===== src/rtl/debug_pkg.sv =====
// Shared definitions for the pipeline debug unit: command/response bytes,
// FSM state encoding and latch dump lengths.
// Optional build macro: DEBUG_LATCH_DUMP_EN (adds the pipeline-latch dump).
package debug_pkg;

  // Host command bytes
  localparam logic [7:0] CMD_LOAD   = 8'h4C;  // 'L'
  localparam logic [7:0] CMD_CONT   = 8'h43;  // 'C'
  localparam logic [7:0] CMD_STEP   = 8'h53;  // 'S'

  // Response / trailer bytes
  localparam logic [7:0] RSP_ACK    = 8'h4B;
  localparam logic [7:0] RSP_ERR    = 8'h3F;
  localparam logic [7:0] RSP_ENDED  = 8'hE0;
  localparam logic [7:0] TRAIL_END  = 8'hEE;
  localparam logic [7:0] TRAIL_STEP = 8'h5E;

  // Latch widths rounded up to whole bytes
  localparam int LATCH_IF_ID_BYTES  = 8;
  localparam int LATCH_ID_EX_BYTES  = 18;
  localparam int LATCH_EX_MEM_BYTES = 10;
  localparam int LATCH_MEM_WB_BYTES = 9;
  localparam int LATCH_MAX_BYTES    = 18;

  typedef enum logic [3:0] {
    ST_IDLE,
    ST_LOAD_CNT,
    ST_LOAD_BYTE,
    ST_RUN,
    ST_STEP,
    ST_DUMP_CYC,
    ST_DUMP_REG,
    ST_DUMP_MEM,
    ST_DUMP_LATCH,
    ST_DUMP_TRAIL
  } state_e;

  function automatic int max_int(input int a, input int b);
    return (a > b) ? a : b;
  endfunction

endpackage


===== src/rtl/debug_word_tx.sv =====
// Serializes a word of 'len' bytes, MSB byte first, over a valid/ready
// byte handshake. The word is captured on start, so the source may change
// while the bytes drain. 'done' is high on the handshake of the last byte.
module debug_word_tx
  import debug_pkg::*;
#(
  parameter int MAX_BYTES = 4
) (
  input  logic                   clk,
  input  logic                   rst_n,
  input  logic                   start,
  input  logic [7:0]             len,
  input  logic [MAX_BYTES*8-1:0] word,
  output logic [7:0]             tx_data,
  output logic                   tx_valid,
  input  logic                   tx_ready,
  output logic                   busy,
  output logic                   done
);

  logic [MAX_BYTES*8-1:0] sh_q;
  logic [7:0]             cnt_q;
  logic                   valid_q;

  assign tx_data  = sh_q[MAX_BYTES*8-1 -: 8];
  assign tx_valid = valid_q;
  assign busy     = valid_q;
  assign done     = valid_q & tx_ready & (cnt_q == 8'd1);

  // Left-align the word so its MSB byte sits on tx_data, then shift per handshake
  always_ff @(posedge clk or negedge rst_n) begin
    if (!rst_n) begin
      sh_q    <= '0;
      cnt_q   <= 8'd0;
      valid_q <= 1'b0;
    end else if (!valid_q) begin
      if (start) begin
        sh_q    <= word << (8 * (MAX_BYTES - int'(len)));
        cnt_q   <= len;
        valid_q <= 1'b1;
      end
    end else if (tx_ready) begin
      sh_q  <= sh_q << 8;
      cnt_q <= cnt_q - 8'd1;
      if (cnt_q == 8'd1) valid_q <= 1'b0;
    end
  end

endmodule


===== src/rtl/debug_unit.sv =====
// Host debug controller for the MIPS pipeline: loads instruction memory,
// runs the pipeline continuously or one cycle at a time, then streams back
// the cycle count, register file, data memory and a trailer byte.
// Optional build macro: DEBUG_LATCH_DUMP_EN (dumps IF_ID/ID_EX/EX_MEM/MEM_WB
// snapshots after data memory).
module debug_unit
  import debug_pkg::*;
#(
  parameter int N_REGS      = 32,
  parameter int N_MEM_WORDS = 32,
  parameter int NB_CYCLES   = 32
) (
  input  logic         i_clk,
  input  logic         i_reset,
  input  logic [7:0]   i_rx_data,
  input  logic         i_rx_valid,
  output logic [7:0]   o_tx_data,
  output logic         o_tx_valid,
  input  logic         i_tx_ready,
  output logic         o_stop,
  output logic         o_pipe_reset,
  output logic         o_write_instruction_mem,
  output logic [31:0]  o_instruction_mem_addr,
  output logic [31:0]  o_instruction_mem_data,
  output logic [4:0]   o_r_addr_registers,
  input  logic [31:0]  i_r_data_registers,
  output logic [4:0]   o_r_addr_data_mem,
  input  logic [31:0]  i_r_data_data_mem,
  input  logic         i_end,
  input  logic [63:0]  i_IF_ID,
  input  logic [138:0] i_ID_EX,
  input  logic [75:0]  i_EX_MEM,
  input  logic [70:0]  i_MEM_WB,
  output logic         o_busy
);

  localparam int CYC_BYTES = NB_CYCLES / 8;
`ifdef DEBUG_LATCH_DUMP_EN
  localparam int TX_BYTES = max_int(max_int(CYC_BYTES, 4), LATCH_MAX_BYTES);
`else
  localparam int TX_BYTES = max_int(CYC_BYTES, 4);
`endif
  localparam int TX_W = TX_BYTES * 8;

  state_e               state;
  logic                 stop_q;
  logic [NB_CYCLES-1:0] cycle_cnt;
  logic [7:0]           n_words;
  logic [7:0]           load_idx;
  logic [1:0]           byte_cnt;
  logic [23:0]          asm_q;
  logic [15:0]          word_idx;
  logic                 launched;
  logic [4:0]           reg_addr;
  logic [4:0]           mem_addr;

  logic                 tx_start;
  logic [7:0]           tx_len;
  logic [TX_W-1:0]      tx_word;
  logic                 tx_busy;
  logic                 tx_done;

  logic                 cmd_ok;
  logic                 last_word;

  function automatic logic [NB_CYCLES-1:0] sat_inc(input logic [NB_CYCLES-1:0] v);
    return (&v) ? v : v + NB_CYCLES'(1);
  endfunction

  // A command is only taken when no response byte is still draining
  assign cmd_ok    = i_rx_valid & ~tx_busy;
  assign last_word = ((load_idx + 8'd1) == n_words);

  // Halt seen during RUN freezes the pipeline in that same cycle
  assign o_stop             = stop_q | ((state == ST_RUN) & i_end);
  assign o_busy             = (state != ST_IDLE);
  assign o_r_addr_registers = reg_addr;
  assign o_r_addr_data_mem  = mem_addr;

`ifdef DEBUG_LATCH_DUMP_EN
  logic [63:0]  snap_if_id;
  logic [138:0] snap_id_ex;
  logic [75:0]  snap_ex_mem;
  logic [70:0]  snap_mem_wb;
  logic [1:0]   latch_idx;
  logic [TX_W-1:0] latch_word;
  logic [7:0]   latch_len;
  logic         dump_entry;

  assign dump_entry = ((state == ST_RUN) & i_end) | (state == ST_STEP);

  // Freeze the latches at dump entry so the dumped image is coherent
  always_ff @(posedge i_clk) begin
    if (dump_entry) begin
      snap_if_id  <= i_IF_ID;
      snap_id_ex  <= i_ID_EX;
      snap_ex_mem <= i_EX_MEM;
      snap_mem_wb <= i_MEM_WB;
    end
  end

  // Select the snapshot being dumped, zero-extended to its byte length
  always_comb begin
    latch_word = '0;
    latch_len  = 8'(LATCH_IF_ID_BYTES);
    case (latch_idx)
      2'd0: begin latch_word = TX_W'(snap_if_id);  latch_len = 8'(LATCH_IF_ID_BYTES);  end
      2'd1: begin latch_word = TX_W'(snap_id_ex);  latch_len = 8'(LATCH_ID_EX_BYTES);  end
      2'd2: begin latch_word = TX_W'(snap_ex_mem); latch_len = 8'(LATCH_EX_MEM_BYTES); end
      default: begin latch_word = TX_W'(snap_mem_wb); latch_len = 8'(LATCH_MEM_WB_BYTES); end
    endcase
  end
`else
  logic unused_latches;
  assign unused_latches = ^{i_IF_ID, i_ID_EX, i_EX_MEM, i_MEM_WB};
`endif

  // Decide which word (if any) the serializer starts this cycle
  always_comb begin
    tx_start = 1'b0;
    tx_len   = 8'd1;
    tx_word  = '0;
    case (state)
      ST_IDLE: begin
        if (cmd_ok) begin
          if ((i_rx_data == CMD_CONT) || (i_rx_data == CMD_STEP)) begin
            tx_start = i_end;
            tx_word  = TX_W'(RSP_ENDED);
          end else if (i_rx_data != CMD_LOAD) begin
            tx_start = 1'b1;
            tx_word  = TX_W'(RSP_ERR);
          end
        end
      end
      ST_LOAD_CNT: begin
        if (i_rx_valid && (i_rx_data == 8'd0)) begin
          tx_start = 1'b1;
          tx_word  = TX_W'(RSP_ACK);
        end
      end
      ST_LOAD_BYTE: begin
        if (i_rx_valid && (byte_cnt == 2'd3) && last_word) begin
          tx_start = 1'b1;
          tx_word  = TX_W'(RSP_ACK);
        end
      end
      ST_DUMP_CYC: begin
        tx_start = ~launched;
        tx_len   = 8'(CYC_BYTES);
        tx_word  = TX_W'(cycle_cnt);
      end
      ST_DUMP_REG: begin
        tx_start = ~launched;
        tx_len   = 8'd4;
        tx_word  = TX_W'(i_r_data_registers);
      end
      ST_DUMP_MEM: begin
        tx_start = ~launched;
        tx_len   = 8'd4;
        tx_word  = TX_W'(i_r_data_data_mem);
      end
`ifdef DEBUG_LATCH_DUMP_EN
      ST_DUMP_LATCH: begin
        tx_start = ~launched;
        tx_len   = latch_len;
        tx_word  = latch_word;
      end
`endif
      ST_DUMP_TRAIL: begin
        tx_start = ~launched;
        tx_word  = TX_W'(i_end ? TRAIL_END : TRAIL_STEP);
      end
      default: ;
    endcase
  end

  // Instruction word assembly; only the first three bytes need holding
  always_ff @(posedge i_clk) begin
    if ((state == ST_LOAD_BYTE) && i_rx_valid) asm_q <= {asm_q[15:0], i_rx_data};
  end

  // Main sequencer: command decode, load, run/step and dump sequencing
  always_ff @(posedge i_clk or negedge i_reset) begin
    if (!i_reset) begin
      state                   <= ST_IDLE;
      stop_q                  <= 1'b1;
      cycle_cnt               <= '0;
      n_words                 <= 8'd0;
      load_idx                <= 8'd0;
      byte_cnt                <= 2'd0;
      word_idx                <= 16'd0;
      launched                <= 1'b0;
      reg_addr                <= 5'd0;
      mem_addr                <= 5'd0;
      o_pipe_reset            <= 1'b0;
      o_write_instruction_mem <= 1'b0;
      o_instruction_mem_addr  <= 32'd0;
      o_instruction_mem_data  <= 32'd0;
`ifdef DEBUG_LATCH_DUMP_EN
      latch_idx               <= 2'd0;
`endif
    end else begin
      o_pipe_reset            <= 1'b0;
      o_write_instruction_mem <= 1'b0;
      if (tx_start) launched <= 1'b1;
      case (state)
        ST_IDLE: begin
          if (cmd_ok) begin
            if (i_rx_data == CMD_LOAD) begin
              o_pipe_reset <= 1'b1;
              cycle_cnt    <= '0;
              state        <= ST_LOAD_CNT;
            end else if ((i_rx_data == CMD_CONT) && !i_end) begin
              stop_q <= 1'b0;
              state  <= ST_RUN;
            end else if ((i_rx_data == CMD_STEP) && !i_end) begin
              stop_q <= 1'b0;
              state  <= ST_STEP;
            end
          end
          launched <= 1'b0;
        end
        ST_LOAD_CNT: begin
          launched <= 1'b0;
          if (i_rx_valid) begin
            n_words  <= i_rx_data;
            load_idx <= 8'd0;
            byte_cnt <= 2'd0;
            state    <= (i_rx_data == 8'd0) ? ST_IDLE : ST_LOAD_BYTE;
          end
        end
        ST_LOAD_BYTE: begin
          launched <= 1'b0;
          if (i_rx_valid) begin
            byte_cnt <= byte_cnt + 2'd1;
            if (byte_cnt == 2'd3) begin
              o_write_instruction_mem <= 1'b1;
              o_instruction_mem_addr  <= {22'd0, load_idx, 2'b00};
              o_instruction_mem_data  <= {asm_q, i_rx_data};
              load_idx                <= load_idx + 8'd1;
              if (last_word) state <= ST_IDLE;
            end
          end
        end
        ST_RUN: begin
          if (i_end) begin
            stop_q <= 1'b1;
            state  <= ST_DUMP_CYC;
          end else begin
            cycle_cnt <= sat_inc(cycle_cnt);
          end
        end
        ST_STEP: begin
          cycle_cnt <= sat_inc(cycle_cnt);
          stop_q    <= 1'b1;
          state     <= ST_DUMP_CYC;
        end
        ST_DUMP_CYC: begin
          if (tx_done) begin
            launched <= 1'b0;
            word_idx <= 16'd0;
            reg_addr <= 5'd0;
            state    <= ST_DUMP_REG;
          end
        end
        ST_DUMP_REG: begin
          if (tx_done) begin
            launched <= 1'b0;
            if (word_idx == 16'(N_REGS - 1)) begin
              word_idx <= 16'd0;
              mem_addr <= 5'd0;
              state    <= ST_DUMP_MEM;
            end else begin
              word_idx <= word_idx + 16'd1;
              reg_addr <= reg_addr + 5'd1;
            end
          end
        end
        ST_DUMP_MEM: begin
          if (tx_done) begin
            launched <= 1'b0;
            if (word_idx == 16'(N_MEM_WORDS - 1)) begin
              word_idx <= 16'd0;
`ifdef DEBUG_LATCH_DUMP_EN
              latch_idx <= 2'd0;
              state     <= ST_DUMP_LATCH;
`else
              state     <= ST_DUMP_TRAIL;
`endif
            end else begin
              word_idx <= word_idx + 16'd1;
              mem_addr <= mem_addr + 5'd1;
            end
          end
        end
`ifdef DEBUG_LATCH_DUMP_EN
        ST_DUMP_LATCH: begin
          if (tx_done) begin
            launched <= 1'b0;
            if (latch_idx == 2'd3) state <= ST_DUMP_TRAIL;
            else                   latch_idx <= latch_idx + 2'd1;
          end
        end
`endif
        ST_DUMP_TRAIL: begin
          if (tx_done) begin
            launched <= 1'b0;
            state    <= ST_IDLE;
          end
        end
        default: state <= ST_IDLE;
      endcase
    end
  end

  debug_word_tx #(
    .MAX_BYTES (TX_BYTES)
  ) u_word_tx (
    .clk      (i_clk),
    .rst_n    (i_reset),
    .start    (tx_start),
    .len      (tx_len),
    .word     (tx_word),
    .tx_data  (o_tx_data),
    .tx_valid (o_tx_valid),
    .tx_ready (i_tx_ready),
    .busy     (tx_busy),
    .done     (tx_done)
  );

endmodule

===== config.mk =====
export PLATFORM = sky130hd
export DESIGN_NAME = debug_unit
export DESIGN_NICKNAME = d
export VERILOG_FILES = /design/src/rtl/debug_pkg.sv /design/src/rtl/debug_word_tx.sv /design/src/rtl/debug_unit.sv
export SDC_FILE = /design/constraint.sdc
export NUM_CORES = 1
export LEC_CHECK = 0
export BUFFER_PORTS_ARGS = -buffer_cell sky130_fd_sc_hd__buf_2
export CAP_MARGIN = 20
export CORE_AREA = 4 4 196 198
export CTS_BUF_LIST = sky130_fd_sc_hd__clkbuf_4
export CTS_CLUSTER_SIZE = 12
export DETAILED_ROUTE_END_ITERATION = 10
export DIE_AREA = 0 0 200 202
export GPL_TIMING_DRIVEN = 0
export MAX_ROUTING_LAYER = met4
export PLACE_DENSITY = 0.57
export SLEW_MARGIN = 20
export SYNTH_ARGS = -nofsm -noshare
export SYNTH_HDL_FRONTEND = slang
export SYNTH_SLANG_ARGS = --single-unit

===== constraint.sdc =====
create_clock -name i_clk -period 2.6 [get_ports i_clk]
set_input_delay 0.39 -clock i_clk [delete_from_list [all_inputs] [get_ports i_clk]]
set_output_delay 0.39 -clock i_clk [all_outputs]
set_load 0.03 [all_outputs]

======== Word level (Yosys, flattened, before mapping) ========
Index checks and enable logic that the tools add are counted.
operators by class
  order comparisons ....................... 0
  $add $sub $neg .......................... 8
  $mul .................................... 0
  eq/ne operators ......................... 37
  mux-type cells .......................... 81
  reduce and logical (&&, ||, !) cells .... 33
  bitwise gates (word level) .............. 7
  div/mod/pow operators ................... 0
  shift-type cells ........................ 1
operators by type and width
  cell                                                              count
  32-bit 2-to-1 mux                                                 7
  32-bit case mux with 7 select lines                               1
  32-bit case mux with 3 select lines                               1
  8-bit 2-to-1 mux                                                  9
  4-bit 2-to-1 mux                                                  15
  16-bit 2-to-1 mux                                                 3
  2-bit != test, second input constant                              18
  4-bit case mux with 9 select lines                                1
  5-bit 2-to-1 mux                                                  7
  32-bit by 1-bit adder with 32-bit output, second input constant   1
  16-bit case mux with 2 select lines                               1
  32-bit AND reduction                                              1
  32-bit by 32-bit << shifter with 32-bit output                    1
  8-bit by 7-bit == test with 1-bit output, second input constant   3
  1-bit 2-to-1 mux                                                  22
  5-bit case mux with 2 select lines                                2
  16-bit by 1-bit adder with 16-bit output, second input constant   1
  16-bit by 5-bit == test with 1-bit output, second input constant  1
  4-bit by 3-bit == test with 1-bit output, second input constant   4
  8-bit case mux with 2 select lines                                1
  7-bit 2-to-1 mux                                                  2
  13-bit AND reduction                                              1
  4-bit AND reduction                                               3
  5-bit by 1-bit adder with 5-bit output, second input constant     2
  38 further kinds                                                  59
word-level totals
  bits in registers ....................... 189
  latch bits .............................. 0
  input port bits ......................... 427
  memories kept ........................... 0
  bits in read-only memories .............. 0
  RAM bits ................................ 0
  output and inout port bits .............. 87

======== Depth between registers and ports, before layout ========
  depth after elaboration ................. 8
  gate-level depth with buffers ........... 10
  mapped depth without buffers ............ 8

======== By module ========
Synthesis repeated with hierarchy kept, for this count alone.
second synthesis, totals
  cell total of the unflattened synthesis .. 1,235
  area, all modules ....................... 11,174.5 sq um
by module, submodules not included
  module         sequential area each (sq um)  cells an instance  area an instance (sq um)  instances
  debug_unit     3,824.9                       946                8,466.9                   1
  debug_word_tx  1,026.0                       289                2,707.6                   1

======== Worst setup path after synthesis ========
No wires, ideal clock.
  kind .................................... register to register
  start ................................... reg state[1]
  end ..................................... reg asm_q[0] (enable)
  setup time .............................. 0.405 ns
  arrival time ............................ 2.367 ns
  path slack .............................. -0.172 ns
  clock period less this slack ............ 2.772 ns
  required time ........................... 2.195 ns
  stages on the path, launching flop included .. 6
  path through ............................ dfrtp_1 > clkbuf_1 > clkbuf_1 > buf_1 > nand2_1 > nor2_1
between the ends
  longest elaborated chain between the ends .. 2
ends and longest elaborated chain
  what                                      RTL line           text
  start, declared                           debug_unit.sv:45   state_e state;
  start signal, assigned                    debug_unit.sv:229  state <= (i_rx_data == 8'd0) ? ST_IDLE : ST_LOAD_BYTE;
  4-bit by 2-bit == test with 1-bit output  debug_unit.sv:179  if ((state == ST_LOAD_BYTE) && i_rx_valid) asm_q <= {asm_q[15:0], i_rx_data};
  1-bit logical AND                         debug_unit.sv:179
  end signal, assigned                      debug_unit.sv:179
  end, declared                             debug_unit.sv:51   logic [23:0] asm_q;
Every way passes these cells.
A chain may end at the register's enable or synchronous reset.

======== Worst setup path in the final report ========
  start ................................... reg load_idx[1]
  end ..................................... reg u_word_tx.sh_q[12]
between the ends
  longest elaborated chain between the ends .. 7
ends and longest elaborated chain
  what                                    RTL line             text
  start, declared                         debug_unit.sv:49     logic [7:0] load_idx;
  start signal, assigned                  debug_unit.sv:240    load_idx <= load_idx + 8'd1;
  8-bit by 1-bit adder with 8-bit output  debug_unit.sv:72     assign last_word = ((load_idx + 8'd1) == n_words);
  8-bit == test                           debug_unit.sv:72
  1-bit logical AND                       debug_unit.sv:142    if (i_rx_valid && (byte_cnt == 2'd3) && last_word) begin
  1-bit 2-to-1 mux                        debug_unit.sv:142
  1-bit case mux with 4 select lines      debug_unit.sv:123    case (state)
  2-bit nonzero test (no source line)     n/a
  2-bit AND reduction (no source line)    n/a
  end signal, assigned                    debug_word_tx.sv:38  sh_q <= word << (8 * (MAX_BYTES - int'(len)));
  end signal, assigned                    debug_word_tx.sv:43  sh_q <= sh_q << 8;
  end, declared                           debug_word_tx.sv:21  logic [MAX_BYTES*8-1:0] sh_q;
Every way passes these cells.

==> metrics.csv <==
stage,metric,value,unit
placement,dpl.hpwl,25.5,mm
setup_path,r2r_end,u_word_tx.sh_q[12],
setup_path,crit_buf_inv,2,
logic_synthesis,yosys_most_used_dff,dfrtp_1,
placement,dpl-instance-area,0.0117,mm2
setup_path,arrival,3140,ps
logic_synthesis,synth_cell_type_count,74,
route,routed_wl,34.4,mm
global_route,grt_pass1_vias,8889,
timing,tns,-321,ps
clock_tree,path_clk_slew,200,ps
logic_synthesis,yosys_warnings,0,
logic_synthesis,ys_seq_area_share,47.2,%
setup_path,worstSetupStartpointType,flop,
route,dr.pass1.iters,5,
clock_tree,numCtsBuffers,17,
logic_synthesis,syn_inst,1116,
pwr,p_leak,5.89,nW
setup_path,required,3120,ps
placement,place_ws,-1070,ps
logic_synthesis,synthTopCellsByArea,"dfrtp_1 40%, nand2_1 7.6%, edfxtp_1 7.0%",
floorplan,ios,514,
pwr,pwr-share-clk,14.8,%
route,wl_per_cell,18.9,um
logic_synthesis,netlist.area_leader.share,39.9,%
setup_path,cp-endpoint,u_word_tx.sh_q[12],
final_layout,finalInstanceArea,0.0129,mm2
route,drc_errors,0,
floorplan,initial_core_util,28.2,%
pwr,internal_power,6.38,mW
setup_path,crit_type,reg2reg,
clock_tree,clkLatencyLatePin,640,ps
floorplan,design.die.area,0.0404,mm2
logic_synthesis,yosysMostFrequentCell,nand2_1,
pwr,ir_drop,0.407,mV
pwr,p_total,11.9,mW
timing,hold_viol_final,0,
clock_tree,cts-root-buf,clkbuf_4,
setup_path,reg2regPathDepth,9,
outcome,status,finished with violations,
logic_synthesis,synthTopCellsByCount,"208 x nand2_1, 164 x dfrtp_1, 97 x o21ai_0",
setup_path,r2r_start,load_idx[1],
clock_tree,cts.sinks,189,
job,cap_violations,0,
global_route,antenna_found_initial,5,
timing,max_freq,380,MHz
timing,min_period,2630,ps
setup_path,crit_cells,9,
setup_path,cp_slowest_cell,dfrtp_2,
clock_tree,htreeDepth,4,
clock_tree,cts_buffer_depth,2,
clock_tree,cts_tree,done,
route,ant_nets,0,
pwr,swShare,46.4,%
setup_path,critPathCaptureType,flop,
timing,slew_violations,0,
pwr,p_comb_share,49.5,%
logic_synthesis,syn_area_per_cell,9.21,um2
timing,setup_slack,-29.7,ps
final_layout,nNetsFinal,1775,
timing,fin_crit_sh,101,%
outcome,violations,negative setup slack,
logic_synthesis,async_flop_share,87.3,%
global_route,grt_pass1_wl,52.0,mm
floorplan,fp.coreArea,0.0365,mm2
timing,skew,33.5,ps
route,num_vias,9314,
floorplan,die_h,202,um
timing,setup_viol,18,
pwr,power_density,926,mW/mm2
final_layout,syn_to_final_growth,25.2,%
floorplan,num_rows,70,
worst_hold_path,hp-class,in2reg,
final_layout,drive_gt1_share,28.5,%
placement,buffer_ports.inserted,138,
timing,maxSlewHeadroom,44.1,%
pwr,p_switching,5.54,mW
route,viasPerCell,5.10,
setup_path,cpPeakStageDelay,500,ps
timing,tightest_slew,836,ps
setup_path,r2r_setup_slack,-30,ps
route,drt_iter0_drc,681,
setup_path,cp-startpoint,load_idx[1],
logic_synthesis,synth_edf_count,24,
timing,grt_setup_unrepaired,yes,
global_route,grt_start_max_net_pins,74,
setup_path,path_delay_family,simple AND/OR/NAND/NOR gates,
global_route,overflow,0,
logic_synthesis,synthesis.area,0.0103,mm2
logic_synthesis,synth.largest_area_cell,dfrtp_1,
global_route,grt_use_total,16.9,%
floorplan,fp.dieW,200,um
placement,gp_congestion,0.944,
final_layout,fillers,3740,
setup_path,crit_fanout,10,
setup_path,cp_cell_sequence,"ha_4, xnor2_2, o311a_1, nand4_1, nor4_4, buf_4, a2bb2oi_4, buf_12, mux2_4",
pwr,seqPwrFrac,35.7,%
logic_synthesis,yosys_register_bits,189,
timing,holdWs,33.3,ps
-- worst min-delay path by stage --
stage,from,cells past startpoint,endpoint
2_1_floorplan,i_reset,0,byte_cnt[0]
3_3_place_gp,asm_q[18],2,o_instruction_mem_data[26]
3_5_place_dp,i_reset,1,word_idx[8]
4_1_cts,i_rx_data[0],3,o_instruction_mem_data[0]
5_1_grt,i_rx_data[3],1,asm_q[3]
6_report,i_rx_data[7],3,o_instruction_mem_data[7]
-- kinds of logic (layout without fill, tap and decap cells) --
family | count (synthesis) | after routing | synth area share (%)
flops | 189 | 189 | 47.2
compound gates | 252 | 252 | 15.3
simple gates | 459 | 459 | 21.1
other cells | 1 | 29 | 0.0365
fa+ha+maj | 8 | 8 | 0.973
xor+xnor | 28 | 28 | 2.38
buf+inv | 114 | 328 | 5.52
mux | 65 | 65 | 7.48
-- power by group through the flow --
| stage | combinational (mW) | clock (mW) | sequential [mW] |
|---|---|---|---|
| 2_1_floorplan | 3.01 | 0 | 4.67 |
| 3_3_place_gp | 5.06 | 0 | 4.25 |
| 3_5_place_dp | 5.12 | 0 | 4.26 |
| 4_1_cts | 5.39 | 1.80 | 4.24 |
| 5_1_grt | 6.34 | 1.92 | 4.35 |
| 6_report | 5.90 | 1.76 | 4.26 |
-- routing by layer --
metal | part of all wire [%] | wire length, um | track usage [%] | up-vias
met5 | 0 | 0 | - | -
met4 | 2.1 | 711 | 4.42 | 0
met3 | 5.5 | 1890 | 3.57 | 47
met2 | 48 | 16500 | 26.5 | 267
met1 | 45 | 15300 | 22.2 | 4607
li1 | - | - | - | 4393
-- sequential cells by signal, summed over array words and instances (netlist names), 2 cells and up --
| signal | count |
|---|---|
| o_r_addr_registers | 5 |
| u_word_tx.sh_q | 32 |
| cycle_cnt | 32 |
| o_instruction_mem_data | 32 |
| o_instruction_mem_addr | 8 |
| word_idx | 16 |
| u_word_tx.cnt_q | 8 |
| asm_q | 24 |
| n_words | 8 |
| load_idx | 8 |
| byte_cnt | 2 |
| o_r_addr_data_mem | 5 |
| state | 4 |
-- layout by cell type (no fill, tap or decap), types with 10 or more instances in the layout --
master | netlist | routed
clkbuf_1 | 45 | 23
a21oi_1 | 66 | 64
nand2_1 | 208 | 207
edfxtp_1 | 24 | 24
conb_1 | 1 | 24
nand4_1 | 20 | 20
nor4_1 | 14 | 11
or3_1 | 23 | 21
buf_4 | 32 | 78
dfrtp_2 | 0 | 10
clkbuf_4 | 0 | 24
mux2i_1 | 30 | 30
nor2_1 | 74 | 65
nor3_1 | 17 | 17
inv_1 | 20 | 19
dfrtp_1 | 164 | 154
and3_1 | 14 | 14
mux2_2 | 15 | 15
xor2_1 | 23 | 23
mux2_4 | 20 | 20
o21ai_0 | 97 | 92
buf_2 | 4 | 143
nand3_1 | 31 | 28
-- metrics by stage --
step           instances  utilization (%)
2_1_floorplan       1139                -
3_3_place_gp        1745             32.0
3_5_place_dp        1747             32.2
4_1_cts             1791             34.0
5_1_grt             1826             35.2
6_report            1826             35.2
-- final cells by class --
class	instances	area, um2	area share [%]
multi-input combinational	836	5290	41.1
sequential	189	4860	37.8
timing repair buffer	188	1150	8.96
tap	468	586	4.55
buffer	86	558	4.34
clock inverter	15	189	1.47
clock buffer	17	128	0.992
inverter	22	88.8	0.690
antenna	5	12.5	0.0972
-- tightest hold or removal path: cells and delay by family --
family                 cells  cell delay, ps
buffers and inverters      1             160
AND/OR/NAND/NOR            2             110
-- what timing repair did --
| action | CTS | global route |
|---|---|---|
| pin swaps | 8 | 21 |
| setup endpoints to repair | 151 | 76 |
| hold buffers | 1 | 0 |
| gates resized for setup | 64 | 70 |
| buffers inserted | 16 | 31 |
| hold endpoints to repair | 92 | 0 |
Note: power is estimated with default switching activity, not from simulation.
